--- config.mk ---
export PLATFORM = sky130hd
export DESIGN_NAME = uart9_rx_ctrl
export DESIGN_NICKNAME = d
export VERILOG_FILES = /design/src/rtl/uart9_rx_ctrl.sv
export SDC_FILE = /design/constraint.sdc
export NUM_CORES = 1
export LEC_CHECK = 0
export CORE_MARGIN = 10
export CORE_UTILIZATION = 58
export CTS_BUF_LIST = sky130_fd_sc_hd__clkbuf_8
export DETAILED_ROUTE_END_ITERATION = 12
export HOLD_SLACK_MARGIN = 0.06
export PLACE_DENSITY = 0.91
export SYNTH_ARGS = -nofsm -noshare
export SYNTH_HDL_FRONTEND = slang
export SYNTH_SLANG_ARGS = --single-unit
--- constraint.sdc ---
create_clock -name clk -period 2.76 [get_ports clk]
set_input_delay 0.276 -clock clk [delete_from_list [all_inputs] [get_ports clk]]
set_output_delay 0.276 -clock clk [all_outputs]
set_load 0.01 [all_outputs]
--- src/rtl/uart9_rx_ctrl.sv ---
// 8051-style serial receiver for UART modes 1/2/3: majority-voted sampling,
// false-start rejection, SM2 address filtering and RI/FE/OE flag handshake.
module uart9_rx_ctrl #(
  parameter int CLK_PER_BIT = 100,
  parameter int DATA_BITS   = 8
) (
  input  logic                 clk,
  input  logic                 rst_n,
  input  logic                 rxd,
  input  logic                 ren,
  input  logic                 mode9,
  input  logic                 sm2,
  input  logic                 ri_clr,
  output logic [DATA_BITS-1:0] data_out,
  output logic                 rb8,
  output logic                 ri,
  output logic                 fe,
  output logic                 oe,
  output logic                 busy
);

  localparam int H  = CLK_PER_BIT / 2;
  localparam int CW = $clog2(CLK_PER_BIT);
  localparam int BW = $clog2(DATA_BITS);

  localparam logic [CW-1:0] CNT_S0   = CW'(H - 1);
  localparam logic [CW-1:0] CNT_S1   = CW'(H);
  localparam logic [CW-1:0] CNT_DEC  = CW'(H + 1);
  localparam logic [CW-1:0] CNT_LAST = CW'(CLK_PER_BIT - 1);
  localparam logic [BW-1:0] BIT_LAST = BW'(DATA_BITS - 1);

  typedef enum logic [2:0] {IDLE, START, DATA, BIT9, STOP} state_t;

  state_t               state_q, nxt;
  logic                 rx_m, rxs, rxs_d;
  logic [CW-1:0]        clk_cnt;
  logic [BW-1:0]        bit_idx;
  logic [DATA_BITS-1:0] shreg;
  logic                 smp0, smp1, bit9_q, m9_q, sm2_q;
  logic                 start_edge, dec, wrap, maj, frame_bit;
  logic                 accept, fe_set, oe_set;

  // rx_m/rxs form the synchroniser; rxs_d only exists for edge detection
  always_ff @(posedge clk or negedge rst_n) begin
    if (!rst_n) begin
      rx_m  <= 1'b1;
      rxs   <= 1'b1;
      rxs_d <= 1'b1;
    end else begin
      rx_m  <= rxd;
      rxs   <= rx_m;
      rxs_d <= rxs;
    end
  end

  assign start_edge = rxs_d & ~rxs;
  assign dec        = (clk_cnt == CNT_DEC);
  assign wrap       = (clk_cnt == CNT_LAST);
  assign maj        = (smp0 & smp1) | (smp0 & rxs) | (smp1 & rxs);
  // Filter bit and rb8 share one source: 9th bit in 9-bit mode, else stop bit
  assign frame_bit  = m9_q ? bit9_q : maj;
  assign busy       = (state_q != IDLE);

  always_ff @(posedge clk or negedge rst_n) begin
    if (!rst_n) state_q <= IDLE;
    else        state_q <= nxt;
  end

  always_comb begin
    nxt    = state_q;
    accept = 1'b0;
    fe_set = 1'b0;
    oe_set = 1'b0;
    case (state_q)
      IDLE:  if (ren && start_edge) nxt = START;
      START: begin
        if (!ren)            nxt = IDLE;
        else if (dec && maj) nxt = IDLE;
        else if (wrap)       nxt = DATA;
      end
      DATA: begin
        if (!ren)                            nxt = IDLE;
        else if (wrap && bit_idx == BIT_LAST) nxt = m9_q ? BIT9 : STOP;
      end
      BIT9: begin
        if (!ren)      nxt = IDLE;
        else if (wrap) nxt = STOP;
      end
      STOP: begin
        if (!ren) nxt = IDLE;
        else if (dec) begin
          // Resolve early so a new start edge in the back half of stop is seen
          nxt = IDLE;
          if (!maj)                     fe_set = 1'b1;
          else if (ri && !ri_clr)       oe_set = 1'b1;
          else if (!(sm2_q && !frame_bit)) accept = 1'b1;
        end
      end
      default: nxt = IDLE;
    endcase
  end

  always_ff @(posedge clk or negedge rst_n) begin
    if (!rst_n) begin
      clk_cnt <= '0;
      bit_idx <= '0;
      shreg   <= '0;
      smp0    <= 1'b0;
      smp1    <= 1'b0;
      bit9_q  <= 1'b0;
      m9_q    <= 1'b0;
      sm2_q   <= 1'b0;
    end else begin
      if (state_q == IDLE || wrap) clk_cnt <= '0;
      else                         clk_cnt <= clk_cnt + 1'b1;

      if (state_q != DATA)                  bit_idx <= '0;
      else if (wrap && bit_idx != BIT_LAST) bit_idx <= bit_idx + 1'b1;

      if (clk_cnt == CNT_S0) smp0 <= rxs;
      if (clk_cnt == CNT_S1) smp1 <= rxs;

      if (state_q == DATA && dec) shreg  <= {maj, shreg[DATA_BITS-1:1]};
      if (state_q == BIT9 && dec) bit9_q <= maj;

      // Frame format is frozen at the start edge
      if (state_q == IDLE && nxt == START) begin
        m9_q  <= mode9;
        sm2_q <= sm2;
      end
    end
  end

  always_ff @(posedge clk or negedge rst_n) begin
    if (!rst_n) begin
      data_out <= '0;
      rb8      <= 1'b0;
      ri       <= 1'b0;
      fe       <= 1'b0;
      oe       <= 1'b0;
    end else begin
      if (accept) begin
        data_out <= shreg;
        rb8      <= frame_bit;
      end
      ri <= accept | (ri & ~ri_clr);
      fe <= fe_set | (fe & ~ri_clr);
      oe <= oe_set | (oe & ~ri_clr);
    end
  end

endmodule

==> flow_summary.toml <==
[cts]
cts_tree = "built"
root_buffer = "clkbuf_8"
clock_latency_ps = 300
numCtsBuffers = 5
cts_setup_buffers = 0
path_clk_slew_ps = 80
cts.repair.resized = 0
htree_levels = 2
clockBufferDepth = 2
hold_buffers = 0
cts_sinks = 41

[cells_and_area]
area.growth.synth_to_final_pct = 20.0
nNetsFinal = 181
num_antenna_cells = 0
drive_gt1_share_pct = 25.9

[sta]
fmax_mhz = 450
setup_tns_ps = 0
grt_setup_unrepaired = "false"
maxSlewViolCount = 0
skew_ps = 7.71
tightest_slew_ps = 884
min_period_ps = 2220
hold_violations = 0
slew_headroom_pct = 41.1
setup_viol = 0
final.period_utilization_pct = 80.4

[synthesis]
syn_nets = 157
synthCells = 145
yosys.cell_types.count = 37
synth_warnings = 0
synthesis.area_um2 = 1830
ys_ff_latch = 41
synth-edff-count = 0
synth-async-reset-ratio_pct = 100
seq_area_frac_synth_pct = 56.4
synthFlopType = "dfrtp_1"
synth.avg_cell_area_um2 = 12.6

[worst_setup_path]
timing.rr.end = "data_out[4]$_DFFE_PN0P_"
rr_worst_depth = 5
r2r-start = "clk_cnt[0]$_DFF_PN0_"
path_class = "reg2reg"
end_kind = "flip-flop"
cp.arrival_ps = 2410
crit_fanout = 9
reg2reg_slack_ps = 540
cp-start-kind = "flip-flop"
worst-endpoint-required_ps = 2950
crit_path_start = "clk_cnt[0]$_DFF_PN0_"

[routing]
drt-vias-per-instance = 5.65
routedWlPerCell_um = 16.5
wirelength_mm = 3.53
drt_iter0_drc = 41
drt_first_pass_iters = 4
drcViolationCount = 0
antenna_left = 0
num_vias = 1209

[power_and_ir_drop]
p_leak_nw = 0.982
total_power_w = 0.00125
power-per-cell-area_nw_per_um2 = 570
ir_drop_v = 0.000505

[die]
rows = 20
initial_utilization_pct = 60.3
die-area_um2 = 5790
core_um2 = 3030
ios = 20
die_width_um = 76.1
dieHeight_um = 76.1

[grt]
antenna_found_initial = 0
grt_remaining_overflow = 0
grt_pass1_vias = 1253
gr-usage-all-layers_pct = 12.6
grt_max_degree = 42
grt_pass1_wl_mm = 5.94

[hold_path]
hold_class = "in2async"

[outcome]
outcome = "finished clean"

[job]
maxCapViolCount = 0

[place]
io_buffers = 19
hpwl_mm = 2.50
gp_congestion = 0.904
cells in the mapped netlist (3+ instances only):
cell / count / area (um^2)
nor2_1: 14 / 52.6
dfstp_2: 3 / 78.8
a21oi_1: 4 / 20.0
ha_1: 5 / 62.6
dfrtp_1: 38 / 951
xnor2_1: 4 / 35.0
nand3_1: 5 / 25.0
nand2_1: 9 / 33.8
o21ai_0: 3 / 15.0
inv_1: 6 / 22.5
mux2_2: 21 / 236
metal layers:
metal  global-route usage [%]  vias up  share of wire [%]
met1                     13.5      615                 42
met2                     21.5       28                 51
met5                        0        -                  0
met3                     4.13        7                4.8
met4                     6.69        0                2.0
li1                         -      559                  -
cells in the final DEF, fill, tap and decap left out, types with 2 or more instances in the layout:
master,n
a21oi_1,4
and4bb_2,2
bufinv_16,2
clkbuf_8,5
clkdlybuf4s50_1,18
dfrtp_1,38
dfstp_2,3
ha_1,5
inv_1,6
mux2_2,21
nand2_1,9
nand2b_1,2
nand3_1,5
nand4_1,2
nor2_1,14
o21ai_0,3
o41ai_1,2
or2_2,2
or3b_2,2
xnor2_1,4
xor2_1,2
power breakdown:
part           leakage (nW)  internal, W  switching (W)
clock                0.0681     0.000359       0.000209
sequential            0.557     0.000614      0.0000156
combinational         0.357    0.0000221      0.0000300
critical path, cell delays in order (launching register included):
cell	delay [ps]
dfrtp_1	440
ha_1	240
and4bb_2	350
nand3_4	120
a2111oi_4	550
mux2_2	410
final cells by class:
| type | instances | area [um^2] |
|---|---|---|
| inverters | 6 | 22.5 |
| well taps | 44 | 55.1 |
| clock inverters | 3 | 65.1 |
| repair buffers | 19 | 185 |
| flip-flops and latches | 41 | 1030 |
| clock buffers | 5 | 68.8 |
| fillers | 204 | 837 |
| multi-input cells | 96 | 764 |
flip-flops by register name, summed over array words and instances, names as in the netlist, 3 cells and up:
| name | flops |
|---|---|
| clk_cnt | 7 |
| bit_idx | 3 |
| data_out | 8 |
| shreg | 8 |
| state_q | 3 |
logic make-up after synthesis:
family / after synthesis / synth area share [%]
AOI/OAI and AO/OA: 14 / 6.24
xor gates and xnor gates: 6 / 2.88
adders and majority gates: 6 / 3.98
buffers and inverters: 8 / 1.71
DFF: 41 / 56.4
muxes: 22 / 13.5
and+or+nand+nor: 48 / 15.3
metrics by stage:
step           std cells  setup WS [ps]  cell area [um^2]  hold WS, ps  utilization (%)
2_1_floorplan        145            818              1830        -19.6                -
3_3_place_gp         206            473              2060          346             67.9
3_5_place_dp         206            385              2060          354             67.9
4_1_cts              214            526              2190          114             72.4
5_1_grt              214            426              2190          161             72.4
6_report             214            540              2190         90.9             72.4
worst max-delay path by stage:
stage                         endpoint  depth (start not counted)
3_5_place_dp   data_out[4]$_DFFE_PN0P_                          4
2_1_floorplan  data_out[0]$_DFFE_PN0P_                          5
6_report       data_out[4]$_DFFE_PN0P_                          5
3_3_place_gp   data_out[3]$_DFFE_PN0P_                          4
5_1_grt        data_out[4]$_DFFE_PN0P_                          5
4_1_cts        data_out[4]$_DFFE_PN0P_                          5
Power figures use the tool's default switching activity.
